--- config.mk ---
export PLATFORM = sky130hd
export DESIGN_NAME = biquad_scheduler_flat
export DESIGN_NICKNAME = d
export VERILOG_FILES = /design/src/rtl/filter_pkg.sv /design/src/rtl/biquad_scheduler_if.sv /design/src/rtl/biquad_mac.sv /design/src/rtl/biquad_scheduler.sv /design/src/flat_wrapper.sv
export SDC_FILE = /design/constraint.sdc
export NUM_CORES = 2
export LEC_CHECK = 0
export BUFFER_PORTS_ARGS = -buffer_cell sky130_fd_sc_hd__buf_2
export CORE_MARGIN = 2
export CORE_UTILIZATION = 35
export DETAILED_ROUTE_END_ITERATION = 6
export PLACE_DENSITY = 0.46
export SLEW_MARGIN = 20
export SYNTH_ARGS = -nofsm -noshare
export SYNTH_HDL_FRONTEND = slang
export SYNTH_HIERARCHICAL = 1
export SYNTH_SLANG_ARGS = --single-unit
--- constraint.sdc ---
create_clock -name clk -period 19.8 [get_ports clk]
set_input_delay 0.99 -clock clk [delete_from_list [all_inputs] [get_ports clk]]
set_output_delay 0.99 -clock clk [all_outputs]
set_load 0.05 [all_outputs]
--- src/rtl/filter_pkg.sv ---
// Shared types, constants and helpers for the biquad filter chain.
package filter_pkg;

  localparam int DATA_W    = 16;
  localparam int COEF_W    = 16;
  localparam int COEF_FRAC = 14;
  localparam int ACC_W     = 40;
  localparam int NUM_TAPS  = 5;

  typedef logic signed [DATA_W-1:0]        sample_t;
  typedef logic signed [COEF_W-1:0]        coef_t;
  typedef logic signed [ACC_W-1:0]         acc_t;
  typedef logic signed [COEF_W+DATA_W-1:0] prod_t;

  localparam coef_t   COEF_UNITY = coef_t'(16384);
  localparam sample_t SAMPLE_MAX = sample_t'(32767);
  localparam sample_t SAMPLE_MIN = sample_t'(-32768);
  localparam acc_t    ACC_HALF   = acc_t'(2 ** (COEF_FRAC - 1));

  // Tap order inside one stage evaluation.
  typedef enum logic [2:0] {
    B0 = 3'd0,
    B1 = 3'd1,
    B2 = 3'd2,
    A1 = 3'd3,
    A2 = 3'd4
  } tap_e;

  typedef enum logic [1:0] {
    ST_IDLE = 2'd0,
    ST_MAC  = 2'd1,
    ST_WB   = 2'd2,
    ST_DONE = 2'd3
  } state_e;

  // Direct-form-I history of one stage.
  typedef struct packed {
    sample_t x1;
    sample_t x2;
    sample_t y1;
    sample_t y2;
  } hist_t;

  // Round half up at the Q2.14 binary point, then clamp to the sample range.
  function automatic sample_t round_sat(input acc_t acc);
    acc_t shifted;
    shifted = (acc + ACC_HALF) >>> COEF_FRAC;
    if (shifted > acc_t'(SAMPLE_MAX)) begin
      round_sat = SAMPLE_MAX;
    end else if (shifted < acc_t'(SAMPLE_MIN)) begin
      round_sat = SAMPLE_MIN;
    end else begin
      round_sat = sample_t'(shifted);
    end
  endfunction

endpackage

--- src/rtl/biquad_scheduler_if.sv ---
// Sample stream, coefficient port and status flags of the biquad scheduler.
interface biquad_scheduler_if #(
  parameter int NUM_STAGES = 3
);
  import filter_pkg::*;

  localparam int ADDR_W = $clog2(NUM_TAPS * NUM_STAGES);

  logic                  sample_valid;
  sample_t               sample_in;
  logic                  sample_ready;
  sample_t               sample_out;
  logic                  out_valid;
  logic                  coef_wr_en;
  logic [ADDR_W-1:0]     coef_wr_addr;
  coef_t                 coef_wr_data;
  logic [NUM_STAGES-1:0] stage_bypass;
  logic                  busy;
  logic                  overrun;
  logic                  coef_wr_err;

  modport slave (
    input  sample_valid, sample_in, coef_wr_en, coef_wr_addr, coef_wr_data, stage_bypass,
    output sample_ready, sample_out, out_valid, busy, overrun, coef_wr_err
  );

  modport master (
    output sample_valid, sample_in, coef_wr_en, coef_wr_addr, coef_wr_data, stage_bypass,
    input  sample_ready, sample_out, out_valid, busy, overrun, coef_wr_err
  );

endinterface

--- src/rtl/biquad_mac.sv ---
// Shared multiply-accumulate: registered product, then add/subtract into the
// accumulator. result_o is the rounded, saturated value of the running sum
// including the product currently held, so it is valid the cycle after the
// last tap was issued.
module biquad_mac
  import filter_pkg::*;
(
  input  logic    clk,
  input  logic    rst_n,
  input  logic    mul_en_i,
  input  logic    clear_i,
  input  logic    sub_i,
  input  coef_t   coef_i,
  input  sample_t data_i,
  output sample_t result_o
);

  prod_t prod_q;
  logic  first_q;
  logic  sub_q;
  logic  vld_q;
  acc_t  acc_q;
  acc_t  acc_d;
  acc_t  acc_base;
  acc_t  prod_ext;

  // Product register with its tap flags, then accumulator update.
  always_ff @(posedge clk or negedge rst_n) begin
    if (!rst_n) begin
      prod_q  <= '0;
      first_q <= 1'b0;
      sub_q   <= 1'b0;
      vld_q   <= 1'b0;
      acc_q   <= '0;
    end else begin
      vld_q <= mul_en_i;
      if (mul_en_i) begin
        prod_q  <= prod_t'(coef_i) * prod_t'(data_i);
        first_q <= clear_i;
        sub_q   <= sub_i;
      end
      if (vld_q) begin
        acc_q <= acc_d;
      end
    end
  end

  // Sign-extend the product; the first tap of a stage starts from zero.
  always_comb begin
    acc_base = first_q ? '0 : acc_q;
    prod_ext = acc_t'(prod_q);
    acc_d    = sub_q ? (acc_base - prod_ext) : (acc_base + prod_ext);
  end

  assign result_o = round_sat(acc_d);

endmodule

--- src/rtl/biquad_scheduler.sv ---
// Time-multiplexes one MAC over NUM_STAGES cascaded direct-form-I biquads.
// Each stage takes five MAC cycles plus one writeback, so latency is fixed
// at 6*NUM_STAGES+1 cycles from acceptance to out_valid.
module biquad_scheduler
  import filter_pkg::*;
#(
  parameter int NUM_STAGES = 3
) (
  input logic                 clk,
  input logic                 reset_n,
  biquad_scheduler_if.slave   bus
);

  localparam int NUM_COEF = NUM_TAPS * NUM_STAGES;
  localparam int ADDR_W   = $clog2(NUM_COEF);
  localparam int STAGE_W  = (NUM_STAGES > 1) ? $clog2(NUM_STAGES) : 1;

  state_e                state_q, state_d;
  logic [STAGE_W-1:0]    stage_q, stage_d;
  tap_e                  tap_q, tap_d;
  sample_t               x0_q;
  logic [NUM_STAGES-1:0] bypass_q;
  sample_t               sample_out_q;
  coef_t                 coef_q [NUM_COEF];
  hist_t                 hist_w [NUM_STAGES];

  logic                  accept;
  logic                  mac_en;
  logic                  coef_wr_ok;
  logic [ADDR_W-1:0]     rd_addr;
  hist_t                 cur_hist;
  sample_t               mac_data;
  sample_t               mac_result;
  sample_t               wb_result;

  // Next-state and sequencing control.
  always_comb begin
    state_d = state_q;
    stage_d = stage_q;
    tap_d   = tap_q;
    accept  = 1'b0;
    mac_en  = 1'b0;
    case (state_q)
      ST_IDLE: begin
        if (bus.sample_valid) begin
          accept  = 1'b1;
          state_d = ST_MAC;
          stage_d = '0;
          tap_d   = B0;
        end
      end
      ST_MAC: begin
        mac_en = 1'b1;
        if (tap_q == A2) begin
          state_d = ST_WB;
        end else begin
          tap_d = tap_e'(tap_q + 3'd1);
        end
      end
      ST_WB: begin
        tap_d = B0;
        if (stage_q == STAGE_W'(NUM_STAGES - 1)) begin
          state_d = ST_DONE;
        end else begin
          stage_d = stage_q + STAGE_W'(1);
          state_d = ST_MAC;
        end
      end
      ST_DONE: begin
        state_d = ST_IDLE;
      end
      default: begin
        state_d = ST_IDLE;
      end
    endcase
  end

  // State, stage/tap counters, current stage input and output register.
  always_ff @(posedge clk or negedge reset_n) begin
    if (!reset_n) begin
      state_q      <= ST_IDLE;
      stage_q      <= '0;
      tap_q        <= B0;
      x0_q         <= '0;
      bypass_q     <= '0;
      sample_out_q <= '0;
    end else begin
      state_q <= state_d;
      stage_q <= stage_d;
      tap_q   <= tap_d;
      if (accept) begin
        x0_q     <= bus.sample_in;
        bypass_q <= bus.stage_bypass;
      end else if (state_q == ST_WB) begin
        x0_q <= wb_result;
      end
      if ((state_q == ST_WB) && (state_d == ST_DONE)) begin
        sample_out_q <= wb_result;
      end
    end
  end

  // Host writes land only while idle, so a same-cycle sample sees them.
  assign coef_wr_ok = bus.coef_wr_en && (state_q == ST_IDLE) &&
                      (bus.coef_wr_addr < ADDR_W'(NUM_COEF));

  // Coefficient store; reset leaves every stage as a unity pass-through.
  always_ff @(posedge clk or negedge reset_n) begin
    if (!reset_n) begin
      for (int i = 0; i < NUM_COEF; i++) begin
        coef_q[i] <= ((i % NUM_TAPS) == 0) ? COEF_UNITY : coef_t'(0);
      end
    end else if (coef_wr_ok) begin
      coef_q[bus.coef_wr_addr] <= bus.coef_wr_data;
    end
  end

  // Per-stage history, touched only in that stage's writeback cycle.
  for (genvar gi = 0; gi < NUM_STAGES; gi++) begin : g_stage
    hist_t hist_q;
    logic  wb_hit;

    assign wb_hit = (state_q == ST_WB) && (stage_q == STAGE_W'(gi));

    // Shift history on writeback; a bypassed stage is left cleared.
    always_ff @(posedge clk or negedge reset_n) begin
      if (!reset_n) begin
        hist_q <= '0;
      end else if (wb_hit) begin
        if (bypass_q[gi]) begin
          hist_q <= '0;
        end else begin
          hist_q.x2 <= hist_q.x1;
          hist_q.x1 <= x0_q;
          hist_q.y2 <= hist_q.y1;
          hist_q.y1 <= mac_result;
        end
      end
    end

    assign hist_w[gi] = hist_q;
  end

  assign rd_addr = ADDR_W'(stage_q) * ADDR_W'(NUM_TAPS) + ADDR_W'(tap_q);

  // Data operand for the current tap.
  always_comb begin
    cur_hist = hist_w[stage_q];
    mac_data = x0_q;
    case (tap_q)
      B0:      mac_data = x0_q;
      B1:      mac_data = cur_hist.x1;
      B2:      mac_data = cur_hist.x2;
      A1:      mac_data = cur_hist.y1;
      A2:      mac_data = cur_hist.y2;
      default: mac_data = x0_q;
    endcase
  end

  biquad_mac u_mac (
    .clk      (clk),
    .rst_n    (reset_n),
    .mul_en_i (mac_en),
    .clear_i  (tap_q == B0),
    .sub_i    ((tap_q == A1) || (tap_q == A2)),
    .coef_i   (coef_q[rd_addr]),
    .data_i   (mac_data),
    .result_o (mac_result)
  );

  assign wb_result = bypass_q[stage_q] ? x0_q : mac_result;

  assign bus.sample_ready = (state_q == ST_IDLE);
  assign bus.busy         = (state_q != ST_IDLE);
  assign bus.out_valid    = (state_q == ST_DONE);
  assign bus.sample_out   = sample_out_q;
  assign bus.overrun      = bus.sample_valid && (state_q != ST_IDLE);
  assign bus.coef_wr_err  = bus.coef_wr_en && !coef_wr_ok;

endmodule

--- src/flat_wrapper.sv ---
// flat-port wrapper written by rule: the top's interface ports become plain ports
module biquad_scheduler_flat import filter_pkg::*;
#(
  parameter int NUM_STAGES = 3
)
  (clk, reset_n, bus_sample_valid, bus_sample_in, bus_coef_wr_en, bus_coef_wr_addr, bus_coef_wr_data, bus_stage_bypass, bus_sample_ready, bus_sample_out, bus_out_valid, bus_busy, bus_overrun, bus_coef_wr_err);
  biquad_scheduler_if #(.NUM_STAGES(NUM_STAGES)) bus_i ();
  input logic clk;
  input logic reset_n;
  input wire logic [$bits(bus_i.sample_valid)-1:0] bus_sample_valid;
  input wire logic [$bits(bus_i.sample_in)-1:0] bus_sample_in;
  input wire logic [$bits(bus_i.coef_wr_en)-1:0] bus_coef_wr_en;
  input wire logic [$bits(bus_i.coef_wr_addr)-1:0] bus_coef_wr_addr;
  input wire logic [$bits(bus_i.coef_wr_data)-1:0] bus_coef_wr_data;
  input wire logic [$bits(bus_i.stage_bypass)-1:0] bus_stage_bypass;
  output wire logic [$bits(bus_i.sample_ready)-1:0] bus_sample_ready;
  output wire logic [$bits(bus_i.sample_out)-1:0] bus_sample_out;
  output wire logic [$bits(bus_i.out_valid)-1:0] bus_out_valid;
  output wire logic [$bits(bus_i.busy)-1:0] bus_busy;
  output wire logic [$bits(bus_i.overrun)-1:0] bus_overrun;
  output wire logic [$bits(bus_i.coef_wr_err)-1:0] bus_coef_wr_err;
  assign bus_i.sample_valid = bus_sample_valid;
  assign bus_i.sample_in = bus_sample_in;
  assign bus_i.coef_wr_en = bus_coef_wr_en;
  assign bus_i.coef_wr_addr = bus_coef_wr_addr;
  assign bus_i.coef_wr_data = bus_coef_wr_data;
  assign bus_i.stage_bypass = bus_stage_bypass;
  assign bus_sample_ready = bus_i.sample_ready;
  assign bus_sample_out = bus_i.sample_out;
  assign bus_out_valid = bus_i.out_valid;
  assign bus_busy = bus_i.busy;
  assign bus_overrun = bus_i.overrun;
  assign bus_coef_wr_err = bus_i.coef_wr_err;
  biquad_scheduler #(.NUM_STAGES(NUM_STAGES)) u_core (.clk(clk), .reset_n(reset_n), .bus(bus_i));
endmodule
==> reports/summary.txt <==
Yosys top cell area share = 0.344
Clock Latency Late Sink = 0.65 ns
Synth Area in XOR/XNOR = 0.0264
cts-stage hold buffer count = 0
Initial Utilization = 0.353
initial antenna violation count = 5
CP startpoint kind = register
Synth Cell Area = 39700 sq um
Pre-antenna DRT Iters = 5
Synth Area in Compound Gates = 0.109
Area contributors post-synth = dfrtp_1, fa_1, mux2_2, ha_1, nand2_1
Layout Skew = 0.0252 ns
ys flop type = dfrtp_1
first-pass GRT wire length = 180000 um
final max-slew violation count = 0
RSZ-0062 raised after global routing = no
syn avg cell area = 10.2 sq um
WP buf/inv = 8
Routed WL per cell = 20.9 um
Cell variety after synth = 97
Mapped Nets = 4331
die area = 116000 sq um
post-synthesis async set-or-reset flop share = 1.00
FF-to-FF End = u_core/u_mac/prod_q[31]
width of the die = 341 um
gpl congestion = 0.816
Synth Warn # = 6
CP startpoint = u_core/stage_q[1]
Clock transition at path regs = 0.06 ns
Vias = 27700
Layout Nets = 4309
final number of setup-violating endpoints = 0
drt total wl = 113000 um
H-tree levels = 3
# Max-Cap Violations = 0
Rel. slew slack = 0.248
final setup TNS = 0 ns
FILL cells = 11200
sequential fraction of the synthesis area = 0.346
Crit path required time = 20.32 ns
Slowest cell on crit path = fa_2
FF-to-FF setup slack = 9.43 ns
crit-path max FO = 36
input/output buffers = 63
leading area contributor after synthesis = dfrtp_1
FF-to-FF Start = u_core/stage_q[1]
# IOs = 64
CTS tree = built
largest net degree at the start of global routing = 129
most common cell after layout, fill and taps aside = dfrtp_1
Tcrit/Tclk final = 0.524
Post-Synth Adder-Cell Area = 0.175
Clock Tree Root = clkbuf_16
vias in the first global route = 29000
slowest stage delay, CP = 1.04 ns
GRT Resource Usage Total = 0.199
Antenna Cells = 0
Chip Height = 341 um
endpoint class of the critical path = register
core area = 112000 sq um
number of DRC markers in iteration 0 = 1412
Num CTS Buffers = 70
critical path arrival = 10.89 ns
HP Class = input port to asynchronous set/reset pin
flops & latches, synth = 549
largest family of logic cells by synthesized area = adder cells
Final Hold Viols = 0
post-cts resize count = 0
post-CTS setup buffer count = 0
Slew @ Worst Pin = 1.12 ns
number of flops mapped to enable cells by yosys = 0
Cell Rows = 123
most frequent cells in the layout = dfrtp_1, nand2_1, inv_1
layout cell share with drive strength beyond 1 = 0.182
WS Path Type = register to register
min Tclk post-route = 10.37 ns
clk sink count = 549
cell family with most CP delay = adder cells
Critical Path Sink = u_core/u_mac/prod_q[31]
Cells after Synth = 3889
# DRC = 0
synthesis-to-layout area growth = 10.8%
antenna-violating nets left = 0
total global routing overflow = 0
Via density = 5.11
run status = finished clean
Worst R2R Path Depth = 34
deepest clock path buffer count = 3
stages on the worst setup path = 34
Post-Synth Simple-Gate Area = 0.141
DP HPWL = 79500 um
multiplexer share of the synthesized area = 0.147
fmax = 96.4 MHz
## sequential cells by signal (all words and copies together), names as in the netlist
signal,count
u_core/tap_q,3
u_core/g_stage.hist_q,192
u_core/stage_q,2
u_core/bypass_q,3
u_core/coef_q,240
u_core/u_mac/acc_q,40
u_core/x0_q,16
u_core/u_mac/first_q,1
u_core/u_mac/vld_q,1
u_core/u_mac/sub_q,1
u_core/bus.sample_out,16
u_core/state_q,2
u_core/u_mac/prod_q,32
## cell usage after synthesis, types with 5 or more instances
cell type / number
a32oi_1: 16
o211ai_1: 25
a22o_1: 18
nor4_1: 5
and2_1: 106
and3_1: 14
clkbuf_1: 183
o21bai_1: 12
nor2b_1: 51
fa_1: 264
a31oi_1: 26
buf_4: 5
buf_6: 7
mux2_4: 30
buf_2: 28
a21o_1: 20
mux2i_1: 77
xnor2_1: 94
nand2b_1: 227
nor2_1: 109
o31ai_1: 12
o21ai_2: 10
nor3_1: 35
o21ai_0: 323
nand4_1: 19
o2bb2ai_1: 30
xor2_1: 24
ha_1: 135
nand3b_1: 19
a22oi_1: 17
buf_1: 14
a21oi_1: 113
o21a_1: 16
dfrtp_1: 546
nand3_1: 17
nand2_1: 440
or3_1: 11
inv_1: 322
a211oi_1: 5
mux4_2: 49
mux2_2: 312
## cell families after synthesis
kind of cell,count (synthesis)
AOI/OAI and AO/OA,698
xor gates and xnor gates,119
adders and majority gates,399
buffers and inverters,560
DFF,549
muxes,468
and+or+nand+nor,1096
## worst min-delay path by stage
stage	from	to	slack [ns]	cells after the start
after floorplan	u_core/g_stage[2].hist_q[32]	u_core/g_stage[2].hist_q[32]	0.44	2
after global placement	u_core/g_stage[2].hist_q[41]	u_core/g_stage[2].hist_q[41]	0.46	2
after detailed placement	u_core/g_stage[0].hist_q[46]	u_core/g_stage[0].hist_q[46]	0.47	2
after CTS	reset_n	u_core/g_stage[2].hist_q[17]	0.38	1
after global routing	reset_n	u_core/g_stage[2].hist_q[17]	0.40	1
final	reset_n	u_core/g_stage[2].hist_q[17]	0.34	1
## final cells by class
cell class / count / area (sq um) / area share
multi-input combinational: 2780 / 23900 / 0.544
clock inverter: 17 / 244 / 0.00554
tap: 1500 / 1880 / 0.0426
inverter: 322 / 1210 / 0.0275
sequential: 549 / 13800 / 0.312
clock buffer: 105 / 2070 / 0.0471
timing repair buffer: 144 / 933 / 0.0212
## metrics by stage
stage | util | setup slack (ns) | cell area, sq um | std cells | hold slack (ns)
2_1_floorplan | - | 10.68 | 39700 | 3889 | 0.444
3_3_place_gp | 0.371 | 9.45 | 41700 | 5295 | 0.457
3_5_place_dp | 0.371 | 9.39 | 41700 | 5295 | 0.466
4_1_cts | 0.391 | 9.35 | 44000 | 5417 | 0.376
5_1_grt | 0.391 | 8.72 | 44000 | 5417 | 0.395
6_report | 0.391 | 9.43 | 44000 | 5417 | 0.337
## layer usage
layer / global-route usage / wire, um / share of wire / vias to the layer above
met2: 0.335 / 55300 / 0.49 / 417
met5: 0 / 14 / 0.00012 / -
met4: 0.0436 / 2210 / 0.019 / 4
met1: 0.272 / 52400 / 0.46 / 14000
met3: 0.0260 / 3520 / 0.031 / 130
li1: - / - / - / 13100
## worst reg2reg max path, delay by kind of cell (launching register included)
kind	cells	cell delay, ns
adders and majority gates	10	4.96
AOI/OAI and AO/OA	11	2.56
buffers and inverters	8	1.15
muxes	3	0.67
DFF	1	0.65
xor gates and xnor gates	1	0.13
and+or+nand+nor	1	0.12
Power is left out: the tool's default activity adds up to more than one toggle a clock period on the data nets, which glitch-free logic cannot reach.
